**src/rtl/riscv_pkg.sv**
```systemverilog
// Shared RISC-V definitions for the pipeline front end: opcodes, the fetch-queue
// entry layout and small decode helpers.
package riscv_pkg;

    localparam logic [6:0] OPC_JAL    = 7'b1101111;
    localparam logic [6:0] OPC_JALR   = 7'b1100111;
    localparam logic [6:0] OPC_BRANCH = 7'b1100011;

    typedef struct packed {
        logic        pred;
        logic [31:0] pc;
        logic [31:0] inst;
    } fq_entry_t;

    // Sign-extended J-type immediate; bit 0 is always zero.
    function automatic logic [31:0] j_imm(input logic [31:0] w);
        return {{11{w[31]}}, w[31], w[19:12], w[20], w[30:21], 1'b0};
    endfunction

    function automatic logic [31:0] byte_swap(input logic [31:0] w);
        return {w[7:0], w[15:8], w[23:16], w[31:24]};
    endfunction

endpackage

```
**src/rtl/fetch_queue.sv**
```systemverilog
// Generic synchronous FIFO with push/pop/flush and occupancy count.
// Head data reads as zero when the queue is empty.
module fetch_queue #(
    parameter int unsigned WIDTH = 65,
    parameter int unsigned DEPTH = 4
) (
    input  logic                   clk,
    input  logic                   rst_n,
    input  logic                   flush,
    input  logic                   push,
    input  logic [WIDTH-1:0]       push_data,
    input  logic                   pop,
    output logic [WIDTH-1:0]       head_data,
    output logic [$clog2(DEPTH):0] count,
    output logic                   empty,
    output logic                   full
);

    localparam int unsigned PTR_W = $clog2(DEPTH);
    localparam logic [PTR_W:0] CNT_MAX = (PTR_W + 1)'(DEPTH);
    localparam logic [PTR_W:0] CNT_ONE = (PTR_W + 1)'(1);
    localparam logic [PTR_W-1:0] PTR_ONE = PTR_W'(1);

    logic [WIDTH-1:0] mem_q [DEPTH];
    logic [PTR_W-1:0] wr_ptr_q;
    logic [PTR_W-1:0] rd_ptr_q;
    logic [PTR_W:0]   count_q;
    logic             do_push;
    logic             do_pop;

    assign empty     = (count_q == '0);
    assign full      = (count_q == CNT_MAX);
    assign do_pop    = pop & ~empty;
    assign do_push   = push & (~full | do_pop);
    assign count     = count_q;
    assign head_data = empty ? '0 : mem_q[rd_ptr_q];

    // Pointers wrap naturally because DEPTH is a power of two.
    always_ff @(posedge clk or negedge rst_n) begin
        if (!rst_n) begin
            wr_ptr_q <= '0;
            rd_ptr_q <= '0;
            count_q  <= '0;
        end else if (flush) begin
            wr_ptr_q <= '0;
            rd_ptr_q <= '0;
            count_q  <= '0;
        end else begin
            if (do_push) begin
                wr_ptr_q <= wr_ptr_q + PTR_ONE;
            end
            if (do_pop) begin
                rd_ptr_q <= rd_ptr_q + PTR_ONE;
            end
            unique case ({do_push, do_pop})
                2'b10:   count_q <= count_q + CNT_ONE;
                2'b01:   count_q <= count_q - CNT_ONE;
                default: count_q <= count_q;
            endcase
        end
    end

    always_ff @(posedge clk) begin
        if (do_push && !flush) begin
            mem_q[wr_ptr_q] <= push_data;
        end
    end

endmodule

```
**src/rtl/riscv_fetch_unit.sv**
```systemverilog
// Instruction-fetch front end: owns the fetch PC, drives the I-cache, predecodes
// JAL to follow direct jumps, and buffers fetched words in a fetch queue.
module riscv_fetch_unit
    import riscv_pkg::*;
#(
    parameter int unsigned FQ_DEPTH      = 4,
    parameter logic [31:0] RESET_PC      = 32'h0000_0000,
    parameter bit          BYTE_SWAP     = 1'b1,
    parameter bit          PREDECODE_JAL = 1'b1,
    localparam int unsigned CNT_W        = $clog2(FQ_DEPTH) + 1
) (
    input  logic              clk,
    input  logic              rst_n,
    output logic              ICACHE_ren,
    output logic              ICACHE_wen,
    output logic [29:0]       ICACHE_addr,
    output logic [31:0]       ICACHE_wdata,
    input  logic              ICACHE_stall,
    input  logic [31:0]       ICACHE_rdata,
    input  logic              redirect_valid,
    input  logic [31:0]       redirect_pc,
    output logic              inst_valid,
    input  logic              inst_ready,
    output logic [31:0]       inst_data,
    output logic [31:0]       inst_pc,
    output logic              inst_pred_taken,
    output logic [CNT_W-1:0]  fq_count,
    output logic [31:0]       PC
);

    logic [31:0] fetch_pc_q;
    logic [31:0] fetch_pc_d;
    logic [31:0] fetched_word;
    logic        is_jal;
    logic        complete;
    logic        fq_full;
    logic        fq_empty;
    logic        unused_rpc_bits;
    fq_entry_t   push_entry;
    fq_entry_t   head_entry;

    assign unused_rpc_bits = ^redirect_pc[1:0];

    assign fetched_word = BYTE_SWAP ? byte_swap(ICACHE_rdata) : ICACHE_rdata;
    assign is_jal       = PREDECODE_JAL && (fetched_word[6:0] == OPC_JAL);

    // Gated by rst_n so nothing is requested while reset is held.
    assign ICACHE_ren   = rst_n & ~fq_full & ~redirect_valid;
    assign ICACHE_wen   = 1'b0;
    assign ICACHE_wdata = '0;
    assign ICACHE_addr  = fetch_pc_q[31:2];
    assign complete     = ICACHE_ren & ~ICACHE_stall;
    assign PC           = fetch_pc_q;

    always_comb begin
        fetch_pc_d = fetch_pc_q;
        if (redirect_valid) begin
            fetch_pc_d = {redirect_pc[31:2], 2'b00};
        end else if (complete) begin
            fetch_pc_d = is_jal ? (fetch_pc_q + j_imm(fetched_word)) : (fetch_pc_q + 32'd4);
        end
    end

    always_ff @(posedge clk or negedge rst_n) begin
        if (!rst_n) begin
            fetch_pc_q <= RESET_PC;
        end else begin
            fetch_pc_q <= fetch_pc_d;
        end
    end

    assign push_entry = '{pred: is_jal, pc: fetch_pc_q, inst: fetched_word};

    fetch_queue #(
        .WIDTH ($bits(fq_entry_t)),
        .DEPTH (FQ_DEPTH)
    ) u_fetch_queue (
        .clk       (clk),
        .rst_n     (rst_n),
        .flush     (redirect_valid),
        .push      (complete),
        .push_data (push_entry),
        .pop       (inst_valid & inst_ready),
        .head_data (head_entry),
        .count     (fq_count),
        .empty     (fq_empty),
        .full      (fq_full)
    );

    assign inst_valid      = ~fq_empty;
    assign inst_data       = head_entry.inst;
    assign inst_pc         = head_entry.pc;
    assign inst_pred_taken = head_entry.pred;

endmodule

```
**config.mk**
```make
export PLATFORM = sky130hd
export DESIGN_NAME = riscv_fetch_unit
export DESIGN_NICKNAME = d
export VERILOG_FILES = /design/src/rtl/riscv_pkg.sv /design/src/rtl/fetch_queue.sv /design/src/rtl/riscv_fetch_unit.sv
export SDC_FILE = /design/constraint.sdc
export NUM_CORES = 1
export LEC_CHECK = 0
export BUFFER_PORTS_ARGS = -buffer_cell sky130_fd_sc_hd__buf_4
export CORE_MARGIN = 8
export CORE_UTILIZATION = 30
export CTS_CLUSTER_DIAMETER = 120
export DETAILED_ROUTE_END_ITERATION = 16
export GPL_ROUTABILITY_DRIVEN = 0
export GPL_TIMING_DRIVEN = 0
export SLEW_MARGIN = 20
export SYNTH_ARGS = -nofsm -noshare
export SYNTH_HDL_FRONTEND = slang
export SYNTH_SLANG_ARGS = --single-unit
```
**constraint.sdc**
```tcl
create_clock -name clk -period 4.39 [get_ports clk]
set_clock_uncertainty 0.05 [all_clocks]
set_input_delay 0.439 -clock clk [delete_from_list [all_inputs] [get_ports clk]]
set_output_delay 0.439 -clock clk [all_outputs]
set_load 0.005 [all_outputs]
```
After elaboration in Yosys (flattened, before gate mapping)
Memory sizes are Yosys's and may differ from the RTL's.
Cells that the tools add are included.
{ "totals": {"n_memories": 1, "output_inout_bits": 165, "input_bits": 69, "word_cells": 45, "ram_bits": 260, "register_bits": 39} }
{ "mem_list": {"columns": ["name", "depth", "width", "read_ports", "rd_ports_with_merged_regs", "wr", "line_no", "rtl"], "rows": [
  ["u_fetch_queue.mem_q", 4, 65, 1, 0, 1, "fetch_queue.sv:24", "logic [WIDTH-1:0] mem_q [DEPTH];"]
]} }
{ "classes": {"reduce_logical": 7, "eq_ne": 4, "bitwise_logic": 11, "muxes": 12, "add_sub_neg": 6} }
{ "ops": {"columns": ["op", "n"], "rows": [
  ["32-bit two-way mux", 3],
  ["65-bit two-way mux", 1],
  ["32-bit by 3-bit adder with 32-bit output, second input constant", 1],
  ["32-bit adder", 1],
  ["2-bit two-way mux", 4],
  ["7-bit == test, second input constant", 1],
  ["1-bit AND", 6],
  ["3-bit case mux with 2 select lines", 1],
  ["2-bit nonzero test", 3],
  ["2-bit by 1-bit adder with 2-bit output, second input constant", 2],
  ["1-bit inverter", 4],
  ["3-bit by 1-bit adder with 3-bit output, second input constant", 1],
  ["3-bit == test, second input constant", 1],
  ["3-bit logical NOT", 1],
  ["3-bit two-way mux", 1],
  ["3-bit nonzero test", 1],
  ["3-bit by 1-bit subtractor with 3-bit output, second input constant", 1],
  ["2-bit by 1-bit == test with 1-bit output, second input constant", 1],
  ["2-bit == test, second input constant", 1],
  ["1-bit two-way mux", 2],
  ["1-bit logical AND", 1],
  ["1-bit logical NOT", 1],
  ["1-bit bitwise OR", 1]
]} }

Depth between registers and ports, before layout
{ "depth": {"depth_word": 9, "depth_mapped": 12, "depth_no_buf": 12} }

Hierarchy
A second synthesis with hierarchy kept.
{ "hier_totals": {"cells_unflattened": 1073, "hier_area_um2": 14755.4} }
{ "modules_own_cells": {"columns": ["module", "area_per_inst_um2", "instances", "cells_per_inst", "seq_area_each_um2"], "rows": [
  ["fetch_queue", 10390.0, 1, 480, 7982.7],
  ["riscv_fetch_unit", 4365.4, 1, 593, 775.7]
]} }

Least setup slack after synthesis
Ideal clock, no wire load.
{ "synth_timing": {"path_type": "in2reg", "start": "in redirect_valid", "end": "mem u_fetch_queue.mem_q[1][0], enable pin", "path_buffers": 3, "setup_ns": 0.429, "t_required_ns": 3.911, "path_slack_ns": 0.805, "path_stages": 7, "arrival_ns": 3.106, "cell_sequence": "clkbuf_1 -> inv_1 -> o311a_1 -> nor2b_1 -> buf_2 -> clkbuf_1 -> and2_1"} }
{ "synth_between": {"elab_chain_len": 7, "elab_cells_between_ends": 8} }
{ "synth_rtl": {"columns": ["element", "line_no", "rtl"], "rows": [
  ["start: declaration", "riscv_fetch_unit.sv:20", "input logic redirect_valid,"],
  ["1-bit inverter", "riscv_fetch_unit.sv:48", "assign ICACHE_ren = rst_n & ~fq_full & ~redirect_valid;"],
  ["1-bit AND", "riscv_fetch_unit.sv:48", null],
  ["named net ICACHE_ren", "riscv_fetch_unit.sv:14", "output logic ICACHE_ren,"],
  ["1-bit AND", "riscv_fetch_unit.sv:52", "assign complete = ICACHE_ren & ~ICACHE_stall;"],
  ["1-bit AND", "fetch_queue.sv:34", "assign do_push = push & (~full | do_pop);"],
  ["1-bit logical AND", "fetch_queue.sv:64", "if (do_push && !flush) begin"],
  ["1-bit two-way mux", "fetch_queue.sv:64", null],
  ["1-bit two-way mux (implied by the code)", "fetch_queue.sv:65", "mem_q[wr_ptr_q] <= push_data;"],
  ["end: declaration", "fetch_queue.sv:24", null]
]} }
The timed path passes the listed nets, and every way through them passes these cells.

Worst setup path in the final report
{ "layout_timing": {"start": "reg u_fetch_queue.rd_ptr_q[0]", "end": "out inst_pc[29]"} }
{ "layout_between": {"elab_chain_len": 2} }
{ "layout_rtl": {"columns": ["element", "line_no", "rtl"], "rows": [
  ["start: declaration", "fetch_queue.sv:26", "logic [PTR_W-1:0] rd_ptr_q;"],
  ["start signal: assignment", "fetch_queue.sv:53", "rd_ptr_q <= rd_ptr_q + PTR_ONE;"],
  ["memory 4 x 65 bit", null, null],
  ["65-bit two-way mux", "fetch_queue.sv:36", "assign head_data = empty ? '0 : mem_q[rd_ptr_q];"],
  ["end: declaration", "riscv_fetch_unit.sv:25", "output logic [31:0] inst_pc,"]
]} }
Every way passes these cells.

==> results.yml <==
run_status:
  outcome: "complete, no violations"
timing:
  finalHoldViolations: 0
  finalSetupViolations: 0
  finalCriticalPeriod_ps: 3610
  drv_slew: 0
  timing.final.ws_setup_ps: 784
  fmax_mhz: 277
  tns_ps: 0
  slew_headroom_pct: 33.7
  rsz0062_at_grt: "no"
  max_slew.worst_pin.slew_ps: 995
  fin_crit_sh_pct: 82.1
cts:
  htreeDepth: 1
  post_cts_resized: 0
  clk_latency_ps: 580
  cts_tree: "yes"
  clock_path_buffers: 3
  clk_pin_slew_ps: 60
  root_buffer: "clkbuf_16"
  cts_hold_buf: 11
  cts.sinks: 294
  post_cts_buffers: 0
  cts_made_buffers: 31
setup_path:
  critPathBufInv: 3
  worst-endpoint-required_ps: 3900
  crit_slowest_cell: "buf_1"
  crit_fanout: 10
  crit_cells: 5
  startpoint_type: "register"
  reg2reg_slack_ps: 1080
  worstPathCellList: "buf_1 -> buf_2 -> mux4_2 -> and2_1 -> buf_4"
  r2r_end: "PC[31]$_DFFE_PN0P_"
  slowest_delay_ps: 670
  r2r-start: "PC[2]$_DFFE_PN0P_"
  cp_top_family: "buffers and inverters"
  crit_path_end_kind: "primary output"
  path_class: "reg2out"
  reg2reg_depth: 11
  arrival_ps: 3120
synth:
  yosysUniqueCellTypes: 67
  yosysWarnings: 0
  synth_fa_ha_area_share_pct: 3.37
  synth_compound_gate_area_share_pct: 8.98
  muxShareOfSynthArea_pct: 10.4
  synthSimpleGateAreaFrac_pct: 9.19
  yosys-top-cells-area: "edfxtp_1, mux4_2, dfrtp_1, buf_4, and2_1"
  ys_ff_latch: 294
  syn_inst: 1016
  synth_edf_count: 256
  synthFlopType: "edfxtp_1"
  synth_top_area_cell: "edfxtp_1"
  synth_top_area_share_pct: 54.2
  synth_top_family_by_area: "multiplexers"
  synthXorXnorAreaFrac_pct: 2.04
  synthArstFlopShare_pct: 12.9
  synth_area_mm2: 0.0142
  ys_seq_area_share_pct: 60.9
  syn_area_per_cell_um2: 14.0
  ys_top_cells_by_count: "edfxtp_1, and2_1, a21oi_1"
  synth_most_common_cell: "edfxtp_1"
cells_and_area:
  fin_cells: 1924
  layout.nets: 1399
  final_layout_size_suffix_gt1_share_pct: 30.4
  antenna_cells: 0
  fillers: 4542
  syn_to_final_growth_pct: 24.7
power:
  leakagePower_nw: 6.59
  peakVddDrop_v: 0.000227
  p_total_mw: 8.01
  p_per_area_mw_per_mm2: 453
route:
  final_antenna_net_count: 0
  vias: 9490
  drt_iter0_drc: 858
  wirelength_mm: 41.3
  firstDrtPassIters: 5
  drc: 0
  wire_per_inst_um: 21.5
  vias_per_cell: 4.93
grt:
  grt_use_met2_pct: 23.7
  met1_usage_pct: 19.9
  gr-usage-met3_pct: 4.09
  grt_pass1_vias: 9642
  busiest_layer: "met2"
  grt_first_pass_wirelength_mm: 60.7
  grt_max_degree: 40
  grt_use_total_pct: 14.8
  antenna_found_initial: 0
  overflow: 0
min_path:
  hold_end: "u_fetch_queue.mem_q[3][3]$_DFFE_PP_"
  hold-path-cell-count: 1
  hp-class: "in2reg"
  hold_start: "ICACHE_rdata[27]"
die:
  die_area_mm2: 0.0545
  fp.dieW_um: 234
  die_h_um: 234
  num_rows: 79
  coreArea_mm2: 0.0467
  start_util_pct: 30.4
  io_pins: 234
place:
  dp_hpwl_mm: 29.0
  port_buffers: 195
  placed_cells: 1856
  place_ws_ps: 737
run:
  max_cap_viol_count: 0
## through the flow
stage / utilization [%] / hold slack, ps / area, um2
floorplan: - / 93.4 / 14300
global placement: 35.5 / 431 / 16500
detailed placement: 35.7 / 436 / 16600
CTS: 37.9 / 3.45 / 17700
global route: 37.9 / 8.79 / 17700
finish: 37.9 / 29.2 / 17700
## final cells by class
class                           count  area (um2)  share of cell area [%]
Sequential cell                   294        8640                    48.8
Multi-Input combinational cell    628        4960                    28.0
Timing Repair Buffer              210        1650                    9.35
Clock buffer                       37         798                    4.51
Tap cell                          607         759                    4.29
Buffer                            108         661                    3.73
Clock inverter                     20         155                   0.877
Inverter                           20        75.1                   0.424
## layout by cell type, fill, tap and decap left out, drive strengths merged, types with 4 or more instances in the layout
master | netlist | final
a21o | 13 | 13
inv | 19 | 22
o22ai | 11 | 11
clkbuf | 29 | 66
xor2 | 17 | 17
o21ai | 57 | 57
o211ai | 8 | 8
a31oi | 10 | 10
nor2 | 44 | 44
mux4 | 64 | 64
a221oi | 6 | 6
and2 | 72 | 72
clkinv | 1 | 15
nand2 | 65 | 65
nand4 | 12 | 12
nand3 | 18 | 18
ha | 35 | 35
dlygate4sd3 | 0 | 11
buf | 79 | 278
and3 | 11 | 11
a211o | 4 | 4
a211oi | 4 | 4
a21oi | 71 | 71
edfxtp | 256 | 256
nor3 | 11 | 11
dfrtp | 38 | 38
o21bai | 5 | 5
conb | 1 | 35
xnor2 | 16 | 16
## layer usage
layer	share of wire, %	vias up
li1	-	4352
met1	44	4720
met2	46	367
met3	8.6	51
met4	1.6	0
met5	0	-
## logic make-up after synthesis
group	count (synthesis)
multiplexers	67
buffers and inverters	128
other	1
flip-flops	294
AO/OA/AOI/OAI	206
adder cells (fa/ha/maj)	37
XOR/XNOR	33
AND/OR/NAND/NOR	250
## state kept, by name, indices dropped and copies added (netlist names)
register	cells
u_fetch_queue.mem_q	256
PC	31
u_fetch_queue.count	3
u_fetch_queue.rd_ptr_q	2
u_fetch_queue.wr_ptr_q	2
## where the power goes
group	total (mW)	internal, mW	switching (mW)
clock network	2.50	1.41	1.09
logic	2.21	1.13	1.08
registers	3.31	3.15	0.155
total	8.01	5.69	2.32
## how the worst max path moves through the flow
stage | from | end | slack [ps]
floorplan | redirect_valid | u_fetch_queue.mem_q[1][0]$_DFFE_PP_ | 810
global placement | rst_n | u_fetch_queue.mem_q[0][19]$_DFFE_PP_ | -1320
detailed placement | rst_n | u_fetch_queue.mem_q[0][19]$_DFFE_PP_ | 740
CTS | u_fetch_queue.rd_ptr_q[0]$_DFFE_PN0P_ | inst_pc[27] | 640
global route | u_fetch_queue.rd_ptr_q[0]$_DFFE_PN0P_ | inst_pc[29] | 540
finish | u_fetch_queue.rd_ptr_q[0]$_DFFE_PN0P_ | inst_pc[29] | 780
Power figures use the tool's default switching activity.
